==> config.mk <==
export PLATFORM = sky130hd
export DESIGN_NAME = neo_gfx_mem_sched
export DESIGN_NICKNAME = d
export VERILOG_FILES = /design/src/rtl/neo_gfx_mem_sched.sv
export SDC_FILE = /design/constraint.sdc
export NUM_CORES = 1
export LEC_CHECK = 0
export BUFFER_PORTS_ARGS = -buffer_cell sky130_fd_sc_hd__buf_2
export CAP_MARGIN = 15
export CELL_PAD_IN_SITES_DETAIL_PLACEMENT = 1
export CELL_PAD_IN_SITES_GLOBAL_PLACEMENT = 1
export CORE_UTILIZATION = 30
export CTS_CLUSTER_SIZE = 20
export DETAILED_ROUTE_END_ITERATION = 16
export HOLD_SLACK_MARGIN = 0.03
export PLACE_DENSITY_LB_ADDON = 0.1
export SLEW_MARGIN = 20
export SYNTH_ARGS = -nofsm -noshare
export SYNTH_HDL_FRONTEND = slang
export SYNTH_SLANG_ARGS = --single-unit
==> constraint.sdc <==
create_clock -name CLK -period 7.3 [get_ports CLK]
set_clock_uncertainty 0.15 [all_clocks]
set_input_delay 0.365 -clock CLK [delete_from_list [all_inputs] [get_ports CLK]]
set_output_delay 0.365 -clock CLK [all_outputs]
set_load 0.02 [all_outputs]
==> src/rtl/neo_gfx_mem_sched.sv <==
// Graphics ROM port scheduler: C/S/LO fetch strobes plus a level AUX port share one memory port.
// Optional WAIT-state timeout is enabled with NEO_MEMSCHED_TIMEOUT_EN.
module neo_gfx_mem_sched #(
  parameter int AUX_MAX_WAIT = 16,
  parameter int TIMEOUT      = 63
) (
  input  logic        CLK,
  input  logic        RESET,
  input  logic        PCK1_EN,
  input  logic [26:0] C_ADDR,
  output logic [63:0] C_DATA,
  output logic        C_VALID,
  input  logic        PCK2_EN,
  input  logic [17:0] S_ADDR,
  output logic [15:0] S_DATA,
  output logic        S_VALID,
  input  logic        LO_EN,
  input  logic [15:0] LO_ADDR,
  output logic [7:0]  LO_DATA,
  output logic        LO_VALID,
  input  logic        AUX_REQ,
  input  logic [26:0] AUX_ADDR,
  output logic [15:0] AUX_DATA,
  output logic        AUX_VALID,
  output logic        MEM_REQ,
  output logic [26:0] MEM_ADDR,
  output logic [1:0]  MEM_SEL,
  output logic        MEM_BURST,
  input  logic        MEM_ACK,
  input  logic        MEM_RDY,
  input  logic [63:0] MEM_DOUT,
  output logic [2:0]  OVR,
  output logic        ERR
);
  localparam logic [1:0] SEL_C = 2'd0, SEL_S = 2'd1, SEL_LO = 2'd2, SEL_AUX = 2'd3;
  localparam int AW = $clog2(AUX_MAX_WAIT + 1);
  localparam logic [AW-1:0] AUX_LIM = AW'(AUX_MAX_WAIT);

  typedef enum logic [1:0] {S_IDLE, S_ISSUE, S_WAIT} state_t;
  state_t state;

  logic          pend_c, pend_s, pend_lo;
  logic [26:3]   c_addr_q;
  logic [17:0]   s_addr_q;
  logic [15:0]   lo_addr_q;
  logic [AW-1:0] aux_wait;
  logic          aux_pend, any_pend, grant;
  logic          gnt_c, gnt_s, gnt_lo, gnt_aux;
  logic [1:0]    win;
  logic [26:0]   gnt_addr;
  logic          done;
  logic [63:0]   rd_data;
  logic          unused_ok;

  assign unused_ok = &{1'b0, C_ADDR[2:0]};

  // The VALID cycle masks AUX so a requester still dropping REQ is not re-granted.
  assign aux_pend = AUX_REQ && !AUX_VALID && !((state != S_IDLE) && (MEM_SEL == SEL_AUX));

  always_comb begin
    win      = SEL_C;
    any_pend = 1'b1;
    if (aux_pend && (aux_wait >= AUX_LIM)) win = SEL_AUX;
    else if (pend_c)                       win = SEL_C;
    else if (pend_s)                       win = SEL_S;
    else if (pend_lo)                      win = SEL_LO;
    else if (aux_pend)                     win = SEL_AUX;
    else                                   any_pend = 1'b0;
  end

  assign grant   = (state == S_IDLE) && any_pend;
  assign gnt_c   = grant && (win == SEL_C);
  assign gnt_s   = grant && (win == SEL_S);
  assign gnt_lo  = grant && (win == SEL_LO);
  assign gnt_aux = grant && (win == SEL_AUX);

  always_comb begin
    case (win)
      SEL_C:   gnt_addr = {c_addr_q, 3'b000};
      SEL_S:   gnt_addr = {9'd0, s_addr_q};
      SEL_LO:  gnt_addr = {11'd0, lo_addr_q};
      default: gnt_addr = AUX_ADDR;
    endcase
  end

`ifdef NEO_MEMSCHED_TIMEOUT_EN
  localparam int TW = $clog2(TIMEOUT + 1);
  logic [TW-1:0] tcnt;
  logic          tmo;
  assign tmo     = (state == S_WAIT) && !MEM_RDY && (tcnt == TW'(TIMEOUT - 1));
  assign done    = (state == S_WAIT) && (MEM_RDY || tmo);
  assign rd_data = MEM_RDY ? MEM_DOUT : 64'd0;
`else
  localparam int unused_timeout = TIMEOUT;
  assign done    = (state == S_WAIT) && MEM_RDY;
  assign rd_data = MEM_DOUT;
  assign ERR     = 1'b0;
`endif

  // A strobe on its own grant edge re-arms with the new address; the grant keeps the old one.
  always_ff @(posedge CLK or posedge RESET) begin
    if (RESET) begin
      pend_c <= 1'b0; pend_s <= 1'b0; pend_lo <= 1'b0;
      c_addr_q <= '0; s_addr_q <= '0; lo_addr_q <= '0;
      aux_wait <= '0;
      OVR <= 3'b000;
    end else begin
      if (PCK1_EN) begin
        pend_c <= 1'b1; c_addr_q <= C_ADDR[26:3];
        if (pend_c && !gnt_c) OVR[0] <= 1'b1;
      end else if (gnt_c) pend_c <= 1'b0;
      if (PCK2_EN) begin
        pend_s <= 1'b1; s_addr_q <= S_ADDR;
        if (pend_s && !gnt_s) OVR[1] <= 1'b1;
      end else if (gnt_s) pend_s <= 1'b0;
      if (LO_EN) begin
        pend_lo <= 1'b1; lo_addr_q <= LO_ADDR;
        if (pend_lo && !gnt_lo) OVR[2] <= 1'b1;
      end else if (gnt_lo) pend_lo <= 1'b0;
      if (gnt_aux)                             aux_wait <= '0;
      else if (aux_pend && aux_wait < AUX_LIM) aux_wait <= aux_wait + 1'b1;
    end
  end

  always_ff @(posedge CLK or posedge RESET) begin
    if (RESET) begin
      state <= S_IDLE;
      MEM_REQ <= 1'b0; MEM_ADDR <= '0; MEM_SEL <= '0; MEM_BURST <= 1'b0;
      C_DATA <= '0; S_DATA <= '0; LO_DATA <= '0; AUX_DATA <= '0;
      C_VALID <= 1'b0; S_VALID <= 1'b0; LO_VALID <= 1'b0; AUX_VALID <= 1'b0;
`ifdef NEO_MEMSCHED_TIMEOUT_EN
      tcnt <= '0;
      ERR  <= 1'b0;
`endif
    end else begin
      C_VALID <= 1'b0; S_VALID <= 1'b0; LO_VALID <= 1'b0; AUX_VALID <= 1'b0;
      case (state)
        S_IDLE: if (grant) begin
          MEM_REQ   <= 1'b1;
          MEM_ADDR  <= gnt_addr;
          MEM_SEL   <= win;
          MEM_BURST <= (win == SEL_C);
          state     <= S_ISSUE;
        end
        S_ISSUE: if (MEM_ACK) begin
          MEM_REQ <= 1'b0;
          state   <= S_WAIT;
`ifdef NEO_MEMSCHED_TIMEOUT_EN
          tcnt    <= '0;
`endif
        end
        S_WAIT: begin
          if (done) begin
            case (MEM_SEL)
              SEL_C:   begin C_DATA   <= rd_data;        C_VALID   <= 1'b1; end
              SEL_S:   begin S_DATA   <= rd_data[15:0];  S_VALID   <= 1'b1; end
              SEL_LO:  begin LO_DATA  <= rd_data[7:0];   LO_VALID  <= 1'b1; end
              default: begin AUX_DATA <= rd_data[15:0];  AUX_VALID <= 1'b1; end
            endcase
            state <= S_IDLE;
          end
`ifdef NEO_MEMSCHED_TIMEOUT_EN
          if (tmo) ERR <= 1'b1;
          tcnt <= tcnt + 1'b1;
`endif
        end
        default: state <= S_IDLE;
      endcase
    end
  end
endmodule

After elaboration in Yosys (flattened, before gate mapping)
Index checks and enable logic that the tools add are counted.
{ "word_totals": {"latchBits": 0, "regBits": 210, "ramBits": 0, "output_inout_bits": 143, "mem_bits_ro": 0, "elab_cells": 115, "memories": 0} }
{ "op_classes": {"n_reduce_logical": 39, "mul": 0, "eq_ne": 11, "shift": 0, "div_mod_pow": 0, "bitwise": 1, "muxes": 38, "addsub": 1, "n_lt_le_gt_ge": 2} }
{ "ops": {"columns": ["operator", "count"], "rows": [
  ["one-hot mux 27 bit (3 select lines)", 1],
  ["two-way mux 1 bit", 25],
  ["AND reduction 3 bit", 6],
  ["two-way mux 2 bit", 8],
  ["logical AND 1 bit", 14],
  ["nonzero test 2 bit", 6],
  ["equality test 2 bit, second input constant", 5],
  ["two-way mux 5 bit", 2],
  ["AND reduction 2 bit", 4],
  ["equality test 2 x 1 -> 1 bit, second input constant", 3],
  ["zero test 2 bit", 3],
  ["!= test 2 bit, second input constant", 3],
  ["one-hot mux 2 bit (3 select lines)", 1],
  ["adder 5 x 1 -> 5 bit, second input constant", 1],
  ["greater-or-equal comparator 5 bit, second input constant", 1],
  ["zero test 1 bit", 5],
  ["< comparator 5 bit, second input constant", 1],
  ["OR reduction 3 bit", 1],
  ["one-hot mux 1 bit (2 select lines)", 1],
  ["NOT 1 bit", 1]
]} }

Longest topological paths before layout
Gate-level depths: netlist of the first run.
{ "depth": {"word_depth": 14, "depth_mapped": 6} }

Worst setup path after synthesis of the first run
Ideal clock, no wire load.
{ "synth_timing": {"path_type": "register to register", "start": "register MEM_SEL[0]", "end": "register OVR[2]", "required_ps": 7030, "arrival_ps": 1709, "path_stages_with_launch": 6, "setup_ps": 120, "path_slack_ps": 5321, "path_cell_list": "dfrtp_1 buf_2 o211ai_4 a31o_4 or4_4 a31o_1"} }
{ "synth_via": {"elab_chain_cells": 14} }
{ "synth_lines": {"columns": ["item", "line", "text"], "rows": [
  ["start, declared", "27", "output logic [1:0] MEM_SEL,"],
  ["start signal, assigned", "141", "MEM_SEL <= win;"],
  ["equality test 2 bit *", "58", "assign aux_pend = AUX_REQ && !AUX_VALID && !((state != S_IDLE) && (MEM_SEL == SEL_AUX));"],
  ["logical AND 1 bit *", "58", null],
  ["zero test 1 bit *", "58", null],
  ["logical AND 1 bit *", "58", null],
  ["two-way mux 2 bit / two-way mux 1 bit (equally long branches)", "67", "else if (aux_pend) win = SEL_AUX;"],
  ["two-way mux 2 bit / two-way mux 1 bit (equally long branches)", "66", "else if (pend_lo) win = SEL_LO;"],
  ["two-way mux 2 bit / two-way mux 1 bit (equally long branches)", "65", "else if (pend_s) win = SEL_S;"],
  ["two-way mux 2 bit / two-way mux 1 bit (equally long branches)", "64", "else if (pend_c) win = SEL_C;"],
  ["two-way mux 2 bit / two-way mux 1 bit (equally long branches)", "63", "if (aux_pend && (aux_wait >= AUX_LIM)) win = SEL_AUX;"],
  ["equality test 2 bit / logical AND 1 bit (equally long branches)", "74, 71", null],
  ["logical AND 1 bit *", "74", "assign gnt_lo = grant && (win == SEL_LO);"],
  ["zero test 1 bit *", "118", "if (pend_lo && !gnt_lo) OVR[2] <= 1'b1;"],
  ["logical AND 1 bit *", "118", null],
  ["AND reduction 2 bit (no source line) *", null, null],
  ["end signal, assigned", "106", "OVR <= 3'b000;"],
  ["end signal, assigned", "118", null],
  ["end, declared", "32", "output logic [2:0] OVR,"]
]} }
Every way passes the cells marked *; elsewhere a longest branch is shown, timed or not.
A chain may end at the register's enable or synchronous reset.

Final worst setup path of the first run
{ "layout_timing": {"start": "register pend_lo", "end": "register MEM_ADDR[3]"} }
{ "layout_via": {"elab_chain_cells": 6} }
{ "layout_lines": {"columns": ["item", "line", "text"], "rows": [
  ["start, declared", "42", "logic pend_c, pend_s, pend_lo;"],
  ["start signal, assigned", "103", "pend_c <= 1'b0; pend_s <= 1'b0; pend_lo <= 1'b0;"],
  ["start signal, assigned", "117", "pend_lo <= 1'b1; lo_addr_q <= LO_ADDR;"],
  ["start signal, assigned", "119", "end else if (gnt_lo) pend_lo <= 1'b0;"],
  ["two-way mux 2 bit / two-way mux 1 bit (equally long branches)", "66", null],
  ["two-way mux 2 bit / two-way mux 1 bit (equally long branches)", "65", null],
  ["two-way mux 2 bit / two-way mux 1 bit (equally long branches)", "64", null],
  ["two-way mux 2 bit / two-way mux 1 bit (equally long branches)", "63", null],
  ["equality test 2 bit (tied with other cells)", "78", "case (win)"],
  ["one-hot mux 27 bit (3 select lines) / AND reduction 2 bit (equally long branches)", null, null],
  ["end signal, assigned", "140", "MEM_ADDR <= gnt_addr;"],
  ["end, declared", "26", "output logic [26:0] MEM_ADDR,"]
]} }
Parallel ways exist; a longest one is shown, timed or not.

==> results of run 1 <==
==> where the power goes <==
| part | internal (mW) | switching [mW] | leakage [nW] |
|---|---|---|---|
| clock | 0.797 | 0.470 | 0.423 |
| sequential | 1.57 | 0.252 | 2.56 |
| combinational | 0.747 | 1.08 | 3.10 |
| total | 3.11 | 1.81 | 6.08 |
==> Yosys cell counts (all sizes together), types with 3 or more instances <==
cell type	number	area (µm²)
a221oi	8	70.1
o211ai	4	43.8
buf	21	143
a21boi	3	22.5
dfrtp	210	5260
nand2	17	63.8
a31o	3	35.0
a21oi	10	50.1
o21ai	9	48.8
nor3	3	15.0
a22o	4	35.0
nand2b	10	62.6
a21o	3	22.5
o31ai	9	67.6
a31oi	8	50.1
o311a	7	70.1
o22ai	15	93.8
mux2	160	1800
a222oi	10	100
a211oi	3	27.5
nor2	19	76.3
clkbuf	14	53.8
inv	16	60.1
and3b	3	27.5
==> cells by family (layout without fill, tap and decap cells) <==
| logic type | count (synthesis) | in the layout | synth area share (%) |
|---|---|---|---|
| flip-flops | 210 | 210 | 61.6 |
| multiplexers | 161 | 161 | 21.2 |
| AO/OA/AOI/OAI | 103 | 103 | 9.55 |
| AND/OR/NAND/NOR | 64 | 64 | 4.03 |
| buffers and inverters | 52 | 510 | 3.05 |
| XOR/XNOR | 3 | 3 | 0.308 |
| adder cells (fa/ha/maj) | 1 | 1 | 0.147 |
| other | 1 | 2 | 0.0440 |
==> worst paths after layout <==
kind,from,endpoint,slack [ns],cells after the start
worst max register to register,pend_lo,MEM_ADDR[3],4.57,4
min in group asynchronous,RESET,MEM_ADDR[7],0.39,3
worst max-delay path,pend_lo,MEM_ADDR[3],4.57,4
worst min register to register,OVR[2],OVR[2],0.32,1
max in group asynchronous,RESET,C_DATA[19],5.16,4
worst min-delay path,AUX_ADDR[17],MEM_ADDR[17],0.06,3
==> state kept, by name (all words and copies together), names as in the netlist <==
name       cells
AUX_DATA      16
AUX_VALID      1
C_DATA        64
C_VALID        1
LO_DATA        8
LO_VALID       1
MEM_ADDR      27
MEM_BURST      1
MEM_REQ        1
MEM_SEL        2
OVR            3
S_DATA        16
S_VALID        1
aux_wait       5
c_addr_q      24
lo_addr_q     16
pend_c         1
pend_lo        1
pend_s         1
s_addr_q      18
state          2
==> what timing repair did <==
item / CTS / global route
endpoints found under the hold margin: 314 / 0
endpoints found under the setup margin: 0 / 0
hold buffers: 148 / 0
==> final cells by class <==
class,instances,area (µm²)
flip-flops and latches,210,5260
well taps,378,473
fillers,2931,15200
inverters,17,71.3
diodes,1,2.50
clock inverters,8,115
clock buffers,34,729
repair buffers,451,3010
multi-input cells,333,3020
==> stage by stage <==
step / utilization [%] / hold slack, ns / worst slack [ns]
6_report: 45.5 / 0.0559 / 4.57
5_1_grt: 45.5 / 0.0519 / 4.40
4_1_cts: 45.5 / 0.0372 / 4.58
3_5_place_dp: 37.2 / 0.306 / 4.60
3_3_place_gp: 37.2 / 0.299 / 4.55
2_1_floorplan: - / 0.305 / 1.05
==> worst max-delay path, stage by stage (launching register included) <==
cell,delay [ns]
dfrtp_1,0.61
or3_4,0.46
o21ai_2,0.76
nor2_1,0.41
a31oi_1,0.25
==> layout by cell type, fill, tap and decap left out, types with 5 or more instances in the layout <==
cell and n:
o21ai_0 8, clkinv_2 5, inv_1 15, dlygate4sd3_1 148
o22ai_1 15, a222oi_1 10, nand2b_1 10, nor2_1 17
buf_2 298, clkbuf_8 7, clkbuf_16 25, mux2_2 147
o311a_1 7, mux2_1 13, nand2_1 17, a21oi_1 10
a31oi_1 8, o31ai_1 9, dfrtp_1 210, a221oi_1 8
==> routing by layer <==
metal	up-vias	track usage [%]	share of wire, %
met4	0	5.09	2.1
li1	3064	-	-
met5	-	0	0
met1	3384	23.3	42
met2	225	32.0	49
met3	42	3.75	6.7
==> results.yml, run 1 <==
worst_setup_path:
  arrival_ns: 3.01
  crit_path_end_kind: "flip-flop"
  crit_type: "reg -> reg"
  start_kind: "flip-flop"
  cp.required_ns: 7.58
  crit_fanout: 18
pwr:
  finalPower_mw: 4.92
  powerDensity_nw_per_um2: 388
  power_leakage_nw: 6.08
  irDropWorstVdd_uv: 193
synth:
  synth_fp_nets: 756
  synth-edff-count: 0
  synthArstFlopShare_pct: 100
  yosys_warnings: 0
  ys_seq_elements: 210
  avgSynthCellArea_um2: 14.3
  ys.flop_type: "dfrtp_1"
  synth_area_um2: 8530
  seq_area_frac_synth_pct: 61.6
  ys_types: 57
  synth_cells: 595
timing:
  slew_violations: 0
  period_minus_slack_ns: 2.73
  tightest_slew_ns: 0.990
  rsz0062_at_grt: "no"
  slew_headroom_pct: 34.0
  fmax_mhz: 366
  setup_tns_ns: 0
  finalCritPeriodShare_pct: 37.4
  setup_viol: 0
  hold_violations: 0
layout:
  nets: 1199
  drive_above_1_share_pct: 48.1
  fin_cells: 1432
  design_area_um2: 12700
  areaGrowthSynthToFinish_pct: 48.7
worst_hold_path:
  hold_class: "in -> reg"
grt:
  grt_pass1_vias: 7365
  gr-usage-all-layers_pct: 18.5
  grt_max_degree: 130
  antenna_found_initial: 1
  grt_pass1_wl_um: 41800
  grt_remaining_overflow: 0
clock_tree:
  clk_pin_slew_ns: 0.06
  clk_path_buf_depth: 3
  cts_sinks: 210
  htreeDepth: 1
  cts_setup_buffers: 0
  cts_made_buffers: 25
  clk_latency_ns: 0.51
  cts_resized: 0
  cts_tree: "yes"
  clock_tree.root_cell: "clkbuf_16"
floorplan:
  die_area_um2: 29100
  fp.coreArea_um2: 27900
  rows: 61
  start_util_pct: 30.6
  ios: 303
  die_w_um: 171
  fp.dieH_um: 171
routing:
  antenna_left: 0
  wirelength_um: 27200
  vias: 6715
  drt-initial-drc-count: 245
  first_pass_iters: 4
  viasPerCell: 4.69
  drc: 0
  wire_per_inst_um: 19.0
place:
  dp_cells: 1241
  dpl.hpwl_um: 18300
  port_buffers: 298
  placed_cell_area_um2: 10400
  place.gp.congestion: 0.728
outcome:
  status: "complete, no violations"
run:
  cap_violations: 0
No activity file was read; power rests on OpenSTA's default activity.
==> run 2, diff against run 1 <==
Settings changed: ABC_AREA from default to 1.
Clock period 7.3 ns to 2.7 ns, I/O delays scaled along.
==> run 2 against run 1 <==
Effect of this change: fmax is 21% higher; sequential power rose to 2.6 times the previous value; synthesized cell count rose by 71%; combinational power grew to 2.8 times the previous value; via count increased by 29%; final area up 7.6%; utilization increased by 2.9 points; clock power increased to 2.7 times the previous value; critical endpoint is now OVR[1]; largest cell class unchanged; highest routed layer unchanged.
==> results.yml, run 2 <==
timing:
  postLayoutSetupSlackWorst_ns: 0.435
  period_minus_slack_ns: 2.26
  tightest_slew_ns: 0.827
  holdWs_ns: 0.0494
  setup_viol: 0
  rsz0062_at_grt: "no"
  fmax_mhz: 442
  finalCritPeriodShare_pct: 83.9
  slew_violations: 0
  slew_headroom_pct: 44.8
  hold_violations: 0
  setup_tns_ns: 0
place:
  place.gp.congestion: 0.740
  placed_cell_area_um2: 10600
  place_ws_ns: 0.420
  port_buffers: 298
  dp_cells: 1657
  dpl.hpwl_um: 18600
worst_setup_path:
  start_kind: "flip-flop"
  slowest_stage: "inv_2"
  crit_fanout: 27
  crit_path_end_kind: "flip-flop"
  r2r_setup_slack_ns: 0.44
  crit_type: "reg -> reg"
  critical_path.top_delay_family: "simple AND/OR/NAND/NOR gates"
  arrival_ns: 2.49
  critical-path-max-stage-delay_ns: 0.50
  worstPathCellList: "nand2_1 -> inv_2 -> nand2_4 -> nand2_4 -> nand3_1 -> nand2_2 -> inv_2 -> nand3_1 -> nand2_1 -> o21bai_1"
  cp_num_buf_inv: 2
  cp.required_ns: 2.93
grt:
  grt_pass1_wl_um: 47300
  gr-usage-all-layers_pct: 20.3
  grt_max_degree: 98
  grt_pass1_vias: 9074
  antenna_found_initial: 2
  grt_remaining_overflow: 0
synth:
  synth_area_um2: 8700
  synth_fp_nets: 1178
  synth_cells: 1017
  synthArstFlopShare_pct: 100
  synth.top_cells.by_area: "dfrtp_1, nand2_1, nand3_1, inv_1, a21oi_1"
  seq_area_frac_synth_pct: 60.4
  synthTopCellsByCount: "nand2_1, dfrtp_1, nand3_1"
  ys.flop_type: "dfrtp_1"
  avgSynthCellArea_um2: 8.56
  yosys.area.top_type: "dfrtp_1"
  yosys.area.top_type_share_pct: 60.4
  ys_seq_elements: 210
  yosys_warnings: 0
  synth.most_common_cell: "nand2_1"
  synth-edff-count: 0
  ys_types: 31
floorplan:
  die_w_um: 172
  die_area_um2: 29700
  start_util_pct: 30.9
  rows: 61
  ios: 303
  fp.coreArea_um2: 28200
  fp.dieH_um: 172
clock_tree:
  htreeDepth: 1
  cts_made_buffers: 25
  cts_sinks: 210
  clk_path_buf_depth: 3
  clk_latency_ns: 0.52
  clock_tree.root_cell: "clkbuf_16"
  cts_resized: 0
  cts_tree: "yes"
  clk_pin_slew_ns: 0.06
pwr:
  power_leakage_nw: 7.27
  irDropWorstVdd_uv: 427
  finalPower_mw: 13.4
  powerDensity_nw_per_um2: 984
layout:
  mostFrequentLayoutCells: "nand2_1, buf_2, dlygate4sd3_1, dfrtp_1, nand3_1"
  fin_cells: 1927
  reg_top3: "C_DATA x64, MEM_ADDR x27, c_addr_q x24"
  design_area_um2: 13600
  mostFrequentLayoutCell: "nand2_1"
  regMostFlops: "C_DATA"
  nets: 1690
  drive_above_1_share_pct: 24.5
  post-route-util_pct: 48.4
  largest_reg_flops: 64
  areaGrowthSynthToFinish_pct: 56.8
outcome:
  status: "complete, no violations"
routing:
  antenna_left: 0
  wire_per_inst_um: 15.6
  drt-initial-drc-count: 391
  viasPerCell: 4.49
  vias: 8654
  drc: 0
  first_pass_iters: 4
  wirelength_um: 30100
run:
  cap_violations: 0
worst_hold_path:
  hold_class: "in -> async"
[run 2: kinds of logic after synthesis]
| group | after synthesis | synth area share, % |
|---|---|---|
| AO/OA/AOI/OAI | 76 | 4.63 |
| XOR/XNOR | 1 | 0.101 |
| adder cells (fa/ha/maj) | 1 | 0.144 |
| buffers and inverters | 117 | 5.74 |
| flip-flops | 210 | 60.4 |
| multiplexers | 2 | 0.259 |
| other | 1 | 0.0431 |
| AND/OR/NAND/NOR | 609 | 28.7 |
[run 2: path summary, 6_finish.rpt]
path / start / end / depth (start not counted)
min in group CLK: PCK2_EN / pend_s / 3
hold / removal: RESET / MEM_ADDR[9] / 3
max in group asynchronous: RESET / AUX_DATA[10] / 4
setup / recovery: MEM_SEL[1] / OVR[1] / 10
hold reg to reg: C_DATA[40] / C_DATA[40] / 2
setup reg to reg: MEM_SEL[1] / OVR[1] / 10
[run 2: where the power goes]
group,leakage (nW),internal (mW),switching (mW),total (mW)
clock,0.412,2.10,1.34,3.44
sequential,2.61,4.21,0.575,4.78
combinational,4.25,1.76,3.44,5.20
[run 2: worst min-delay path: cells and delay by family]
family / cells / cell delay (ns)
buffers and inverters: 3 / 0.99
[run 2: what timing repair did]
action                                 4_1_cts  5_1_grt
hold buffers                               223        0
endpoints found under the hold margin      404        0
setup buffers                                0        0
[run 2: layer usage]
metal / share of wire, % / GRT usage (%) / up-vias / wire, µm
li1: - / - / 4197 / -
met1: 42 / 24.6 / 4168 / 12700
met2: 50 / 35.9 / 223 / 15000
met3: 4.5 / 3.39 / 66 / 1360
met4: 3.8 / 7.89 / 0 / 1150
met5: 0 / 0 / - / 0
[run 2: final cells by class]
cell class,instances,area (µm²)
tap,378,473
clock buffer,36,707
multi-input combinational,690,2960
fill,3386,14500
inverter,65,248
antenna,2,5.00
sequential,210,5260
timing repair buffer,537,3870
clock inverter,9,124
